===== src/rtl/parity_serial_tx.sv =====
// parity_serial_tx: start + 8 data (LSB first) + even parity + stop serial transmitter
// with a one-entry holding register. Define PARITY_SERIAL_TX_STOP2_EN for a second stop bit.
module parity_serial_tx #(
  parameter int unsigned CLKS_PER_BIT = 4
) (
  input  logic       clk,
  input  logic       reset_n,
  input  logic [7:0] data_in,
  input  logic       data_valid,
  output logic       data_ready,
  output logic       tx_out,
  output logic       busy,
  output logic       parity_out
);

  localparam logic [2:0] IDLE   = 3'd0;
  localparam logic [2:0] START  = 3'd1;
  localparam logic [2:0] DATA   = 3'd2;
  localparam logic [2:0] PARITY = 3'd3;
  localparam logic [2:0] STOP   = 3'd4;
`ifdef PARITY_SERIAL_TX_STOP2_EN
  localparam logic [2:0] STOP2  = 3'd5;
`endif
  localparam logic [15:0] BIT_LAST = 16'(CLKS_PER_BIT - 1);

  logic [2:0]  state;
  logic [15:0] bit_cnt;
  logic [2:0]  bit_idx;
  logic [7:0]  shifter;
  logic [7:0]  hold_reg;
  logic        hold_full;

  logic        accept;
  logic        bit_end;
  logic        frame_end;
  logic        load_hold;
  logic        drain;
  logic        hold_full_nxt;
  logic        start_frame;
  logic [7:0]  start_byte;

  always_comb begin
    accept    = data_valid && data_ready;
    bit_end   = (bit_cnt == BIT_LAST);
`ifdef PARITY_SERIAL_TX_STOP2_EN
    frame_end = (state == STOP2) && bit_end;
`else
    frame_end = (state == STOP) && bit_end;
`endif
    // An idle transmitter with an empty holding register takes the byte straight into the shifter.
    load_hold     = accept && (state != IDLE);
    drain         = hold_full && ((state == IDLE) || frame_end);
    hold_full_nxt = load_hold || (hold_full && !drain);
    start_frame   = drain || (accept && (state == IDLE));
    start_byte    = hold_full ? hold_reg : data_in;
  end

  always_ff @(posedge clk or negedge reset_n) begin
    if (!reset_n) begin
      state      <= IDLE;
      bit_cnt    <= '0;
      bit_idx    <= '0;
      shifter    <= '0;
      hold_reg   <= '0;
      hold_full  <= 1'b0;
      data_ready <= 1'b0;
      tx_out     <= 1'b1;
      busy       <= 1'b0;
      parity_out <= 1'b0;
    end else begin
      // data_ready is registered from the next holding state, so it is already low while a drain is pending.
      hold_full  <= hold_full_nxt;
      data_ready <= !hold_full_nxt;
      if (load_hold) hold_reg <= data_in;

      if (start_frame) begin
        state      <= START;
        shifter    <= start_byte;
        parity_out <= ^start_byte;
        tx_out     <= 1'b0;
        busy       <= 1'b1;
        bit_cnt    <= '0;
        bit_idx    <= '0;
      end else if (state != IDLE) begin
        if (!bit_end) begin
          bit_cnt <= bit_cnt + 16'd1;
        end else begin
          bit_cnt <= '0;
          case (state)
            START: begin
              state  <= DATA;
              tx_out <= shifter[0];
            end
            DATA: begin
              if (bit_idx == 3'd7) begin
                state  <= PARITY;
                tx_out <= parity_out;
              end else begin
                bit_idx <= bit_idx + 3'd1;
                shifter <= {1'b0, shifter[7:1]};
                tx_out  <= shifter[1];
              end
            end
            PARITY: begin
              state  <= STOP;
              tx_out <= 1'b1;
            end
`ifdef PARITY_SERIAL_TX_STOP2_EN
            STOP: begin
              state <= STOP2;
            end
            STOP2: begin
              state <= IDLE;
              busy  <= 1'b0;
            end
`else
            STOP: begin
              state <= IDLE;
              busy  <= 1'b0;
            end
`endif
            default: begin
              state  <= IDLE;
              busy   <= 1'b0;
              tx_out <= 1'b1;
            end
          endcase
        end
      end
    end
  end

endmodule


===== config.mk =====
export PLATFORM = sky130hd
export DESIGN_NAME = parity_serial_tx
export DESIGN_NICKNAME = d
export VERILOG_FILES = /design/src/rtl/parity_serial_tx.sv
export SDC_FILE = /design/constraint.sdc
export NUM_CORES = 1
export LEC_CHECK = 0
export BUFFER_PORTS_ARGS = -buffer_cell sky130_fd_sc_hd__buf_2
export CORE_MARGIN = 1
export CORE_UTILIZATION = 40
export DETAILED_ROUTE_END_ITERATION = 7
export GPL_TIMING_DRIVEN = 0
export PLACE_DENSITY_LB_ADDON = 0.08
export SKIP_CTS_REPAIR_TIMING = 1
export SLEW_MARGIN = 40
export SYNTH_ARGS = -nofsm -noshare
export SYNTH_HDL_FRONTEND = slang
export SYNTH_SLANG_ARGS = --single-unit

===== constraint.sdc =====
create_clock -name clk -period 3.15 [get_ports clk]
set_input_delay 0.315 -clock clk [delete_from_list [all_inputs] [get_ports clk]]
set_output_delay 0.315 -clock clk [all_outputs]
set_load 0.01 [all_outputs]

==> results.md, run 1 <==
* Synthesized cell area at roughly 0.0023 mm²
* Drt drc at 0
* Layout cells sized above 1 at 0.2318
* Crit. End Element: flop
* Largest net degree at the start of global routing at 44
* YS warnings at 0
* Syn_area_per_cell at around 11 µm²
* Cell Rows at 27
* Syn Inst Count at roughly 210
* Nets at 246
* Asr flop ratio synth at 1.000
* CTS Buffer Depth at 2
* Number of flops mapped to enable cells by yosys at 0
* GP Congestion at around 0.84
* Post-route ant nets at 0
* Cts bufs inserted at 5
* Port Buffer Count at 14
* Max-Cap Viols at 0
* Commonest non-fill, non-tap cell in the layout: dfrtp_1
* RSZ-0062 raised after global routing: false
* Critical path class: flop to flop
* Antenna Diode Count at 0
* Min Clock Period, post-route at roughly 2.1 ns
* Number of detailed-route iterations in the first pass at 4
* Leakage at roughly 0.0012 µW
* First-pass GRT wire length at 7458 µm
* DP Cell Count at about 300
* Register area at ~0.0011 mm²
* Horiz. Die Dim at 78.46 µm
* Fill cells at roughly 550
* Drt initial violations at between 40 and 50
* Initial core utilization at 0.4195
* Setup-failing EPs final at 0
* VDD IR-drop max at between 0.0003 and 0.0004 V
* CP arrival at around 2.3 ns
* Worst-margin pin slew at around 0.55 ns
* Clk root buf: clkbuf_8
* Die H at roughly 78 µm
* Vias at roughly 1600
* Largest register FFs at 16
* Final TNS setup at 0 ns
* Die area at roughly 0.0062 mm²
* CTS tree: done
* Multi-input logic area at 0.001170 mm²
* Worst-path fanout max at 10
* Post-synth cell types at 43
* #FFs+latches synth at 43
* Slew Viols, Final at 0
* Most frequent cells in the layout: 42 x dfrtp_1, 27 x mux2i_1, 19 x nor2_1
* Min-delay worst type: input pin to async pin
* Via density at ~5.3
* Fin. Hold Viols at 0
* Detailed Route WL at ~4400 µm
* Vias in the first global route at about 1700
* Fin cells at just over 300
* Total global routing track utilization at 0.1576
* Ports at 15
* Reg clk slew, reported paths at 0.08 ns
* Worst EP required at 3.36 ns
* Total gr overflow at 0
* Max frequency at around 0.48 GHz
* Clock Skew at roughly 0.011 ns
* Clk_lat worst skew at 0.29 ns
* Power per cell area at between 700 and 800 mW/mm²
* Initial antenna violation count at 0
* Core footprint at about 0.0056 mm²
* Post-synthesis net count at roughly 230
* Area Growth Syn to Fin at 11.24%
* H-tree levels at 2
* Slew headroom at 0.6304
* Register area share after synthesis at 0.4607
* Avg WL per Cell at between 10 and 15 µm
* Final HPWL DP at between 3000 and 4000 µm
* Startpoint Class: flop
* Fin crit share at 0.6571
* Status: finished, final reports clean
* Top_reg_cell synth: dfrtp_1
* Clk sinks at between 40 and 50
## per-stage QoR
stage	instance area [µm²]	utilization	hold slack, ns	setup slack (ns)	total power [µW]
detailed placement	2501	0.4487	0.3442	1.083	1645
CTS	2601	0.4667	0.02919	1.065	2032
global placement	2499	0.4483	0.4692	1.121	1619
finish	2601	0.4667	0.01187	1.080	2004
global route	2601	0.4667	0.04542	0.8998	2159
floorplan	2338	-	0.01941	1.397	1454
## critical path, cell delays in order (launching register included)
cell and delay (ns):
dfrtp_1 0.43, nor4_1 0.43, nand4_1 0.29, a21oi_2 0.36, buf_4 0.26, mux2i_1 0.20
## cell families after synthesis
family	after synthesis	share of synthesized area
adders and majority gates	3	0.01605
muxes	37	0.1637
buffers and inverters	15	0.03906
xor gates and xnor gates	17	0.06367
and+or+nand+nor	63	0.1541
DFF	43	0.4607
AOI/OAI and AO/OA	33	0.1027
## final timing paths
path / start / end / slack (ns) / cells past startpoint
setup / recovery: bit_cnt[8] / shifter[1] / 1.08 / 5
hold / removal: reset_n / bit_cnt[13] / 0.01 / 1
setup reg to reg: bit_cnt[8] / shifter[1] / 1.08 / 5
hold reg to reg: bit_idx[0] / bit_idx[0] / 0.49 / 1
max in group asynchronous: reset_n / tx_out / 2.75 / 1
min in group clk: data_in[2] / hold_reg[2] / 0.27 / 2
## power by group
group / total (µW) / leakage (µW) / internal [µW] / switching (µW)
logic: 825 / 0.000587 / 391 / 435
registers: 800 / 0.000542 / 707 / 92.7
clock network: 379 / 0.0000515 / 200 / 179
total: 2000 / 0.00118 / 1300 / 706
## per-layer routing
layer	vias up	share of wire	track usage
li1	791	-	-
met1	785	0.44	0.1803
met2	24	0.53	0.2816
met3	2	0.025	0.04070
met4	0	0.0059	0.05741
met5	-	0	0
## cell type report
type	instances	share of cell area
Sequential cell	43	0.4141
Buffer	11	0.02934
Timing Repair Buffer	14	0.02790
Clock buffer	8	0.03848
Inverter	4	0.005772
Tap cell	72	0.03463
Multi-Input combinational cell	153	0.4497
## cell usage after synthesis, types with 3 or more instances
library cell,instances,share of area
ha_1,3,0.016
buf_6,3,0.014
nand3_1,4,0.0086
a21oi_2,3,0.011
or3_1,6,0.016
buf_2,4,0.0086
xor2_1,6,0.022
o21ai_0,10,0.021
xnor2_1,11,0.041
and2_1,3,0.0080
nor3_1,3,0.0064
inv_1,4,0.0064
and4_1,4,0.015
mux2_2,10,0.048
nand2_1,10,0.016
nor2_1,19,0.030
mux2i_1,27,0.12
a21oi_1,8,0.017
dfrtp_1,42,0.45
Power figures use the tool's default switching activity.
==> run 2: changes to the inputs <==
==> constraint.sdc (replaced) <==
create_clock -name clk -period 2.09 [get_ports clk]
set_input_delay 0.209 -clock clk [delete_from_list [all_inputs] [get_ports clk]]
set_output_delay 0.209 -clock clk [all_outputs]
set_load 0.01 [all_outputs]
==> results.md, run 2 (same netlist as run 1, synthesis figures left out) <==
* Status: finished, final reports clean
* Worst EP required at 2.24 ns (-1.12 ns)
* Die H at 78.46 µm (unchanged)
* H-tree levels at 2 (unchanged)
* CTS tree: done
* Critical hold path startpoint: data_in[2]
* Largest net degree at the start of global routing at 44 (unchanged)
* Layout cells sized above 1 at 0.2426 (+0.01079)
* Clock Skew at 0.01012 ns (-0.0005361 ns)
* Port Buffer Count at 14 (unchanged)
* Cell Rows at 27 (unchanged)
* Buffers and inverters on the worst path at 2 (+1)
* Horiz. Die Dim at 78.46 µm (unchanged)
* Vias in the first global route at 1651 (unchanged)
* Via density at 5.274 (+0.40%)
* R2r setup slk at 0.15 ns (-0.93 ns)
* Antenna Diode Count at 0 (unchanged)
* Drt drc at 0 (unchanged)
* Reg2reg start: bit_cnt[0]
* Worst-margin pin slew at 0.5609 ns (+0.006461 ns)
* Slew Viols, Final at 0 (unchanged)
* Area Growth Syn to Fin at 13.06%
* Setup WS pre-CTS at 0.02347 ns (-1.060 ns)
* Post-route ant nets at 0 (unchanged)
* Drt initial violations at 58 (+29%)
* Clk sinks at 43 (unchanged)
* Hold endpoint: hold_reg[2]
* Min-delay worst type: input pin to flop
* Core footprint at 0.005574 mm² (unchanged)
* Worst hold path depth at 2
* Detailed Route WL at 4513 µm (+2.8%)
* Commonest non-fill, non-tap cell in the layout: dfrtp_1
* Slew headroom at 0.6260 (-0.004357)
* Most used cell, CP: mux2i_1
* Initial antenna violation count at 0 (unchanged)
* CP arrival at 2.09 ns (-0.19 ns)
* Reg clk slew, reported paths at 0.08 ns (about the same)
* First-pass GRT wire length at 7458 µm (unchanged)
* Path depth of the worst reg2reg path at 8 (+3)
* Max frequency at 0.5143 GHz (+6.5%)
* Clk_lat worst skew at 0.28 ns (about the same)
* Most frequent cells in the layout: 42 x dfrtp_1, 27 x mux2i_1, 19 x nor2_1
* Total gr overflow at 0 (unchanged)
* Ports at 15 (unchanged)
* Reg-to-Reg End: shifter[2]
* CP max stage delay at 0.39 ns (-0.04 ns)
* VDD IR-drop max at 0.0005426 V (+49%)
* Die area at 0.006156 mm² (unchanged)
* Leakage at 0.001192 µW (+0.92%)
* Vias at 1619 (+1.1%)
* Final HPWL DP at 3205 µm (unchanged)
* Avg WL per Cell at 14.70 µm (+2.1%)
* Number of detailed-route iterations in the first pass at 4 (unchanged)
* Fin crit share at 0.9303 (+0.2732)
* Total global routing track utilization at 0.1576 (unchanged)
* Largest register FFs at 16 (unchanged)
* Worst-path fanout max at 10 (unchanged)
* Clk root buf: clkbuf_8
* Critical path class: flop to flop
* Max-Cap Viols at 0 (unchanged)
* GP Congestion at 0.8442 (unchanged)
* CTS Buffer Depth at 2 (unchanged)
* Fin. Hold Viols at 0 (unchanged)
* Startpoint Class: flop
* Crit path max-delay family: simple AND/OR/NAND/NOR gates
* Setup-failing EPs final at 0 (unchanged)
* Critical-path top delay cell: dfrtp_1
* Power per cell area at 1155 mW/mm² (+50%)
* Design area at 0.002644 mm² (+1.6%)
* Crit. End Element: flop
* Min Clock Period, post-route at 1.944 ns (-0.1256 ns)
* Worst setup margin at 0.1456 ns (-0.9344 ns)
* Cts bufs inserted at 5 (unchanged)
* Nets at 248 (+0.81%)
* Initial core utilization at 0.4195 (unchanged)
* Cell Area, Placed at 0.002501 mm² (unchanged)
* CP Cell Sequence: ha_2 > nor4b_4 > and4_1 > buf_4 > nand4b_4 > buf_6 > mux2i_1 > mux2i_1
* Crit. Startpoint: bit_cnt[0]
[run 2: changes by cell type in the layout (fill, tap and decap cells not counted)]
cell / before / now
buf_4: 3 / 4
nor4b_4: 0 / 1
a21oi_4: 0 / 1
ha_2: 0 / 1
dlygate4sd3_1: 0 / 1
a21oi_2: 3 / 2
nor4_1: 2 / 1
ha_1: 3 / 2
nor4_2: 0 / 1
nor4b_2: 1 / 0
[run 2: power breakdown]
| part | total [µW] | switching (µW) | leakage [µW] | internal [µW] |
|---|---|---|---|---|
| registers | 1210 | 146 | 0.000542 | 1070 |
| logic | 1280 | 670 | 0.000598 | 607 |
| clock network | 564 | 262 | 0.0000515 | 302 |
[run 2: per-layer routing]
| layer | part of all wire | GRT usage | vias to the layer above |
|---|---|---|---|
| li1 | - | - | 799 |
| met1 | 0.44 | 0.1803 | 796 |
| met2 | 0.53 | 0.2816 | 20 |
| met3 | 0.020 | 0.04070 | 4 |
| met4 | 0.0091 | 0.05741 | 0 |
| met5 | 0 | 0 | - |
[run 2: metrics by stage]
step           hold WS, ns  utilization  TNS [ns]  power, µW  instances
2_1_floorplan     -0.08659            -         0       2192        211
3_3_place_gp        0.4109       0.4483         0       2440        297
3_5_place_dp        0.2382       0.4487         0       2480        297
4_1_cts           -0.07681       0.4667         0       3063        305
5_1_grt             0.1553       0.4743  -0.06158       3293        307
6_report            0.1689       0.4743         0       3053        307
[run 2: worst max path at each step]
| stage | endpoint | slack (ns) | depth (start not counted) |
|---|---|---|---|
| final | shifter[2] | 0.15 | 8 |
| after global routing | shifter[2] | -0.02 | 8 |
| after CTS | shifter[1] | 0.005 | 5 |
| after detailed placement | shifter[1] | 0.02 | 5 |
| after global placement | shifter[3] | 0.06 | 6 |
| after floorplan | shifter[2] | 0.34 | 8 |
[run 2: final cells by class]
cell class / instances / area [µm²]
fill: 550 / 2930
multi-input combinational: 153 / 1195
sequential: 43 / 1077
clock buffer: 8 / 100.1
timing repair buffer: 16 / 90.09
tap: 72 / 90.09
buffer: 11 / 76.32
inverter: 4 / 15.01
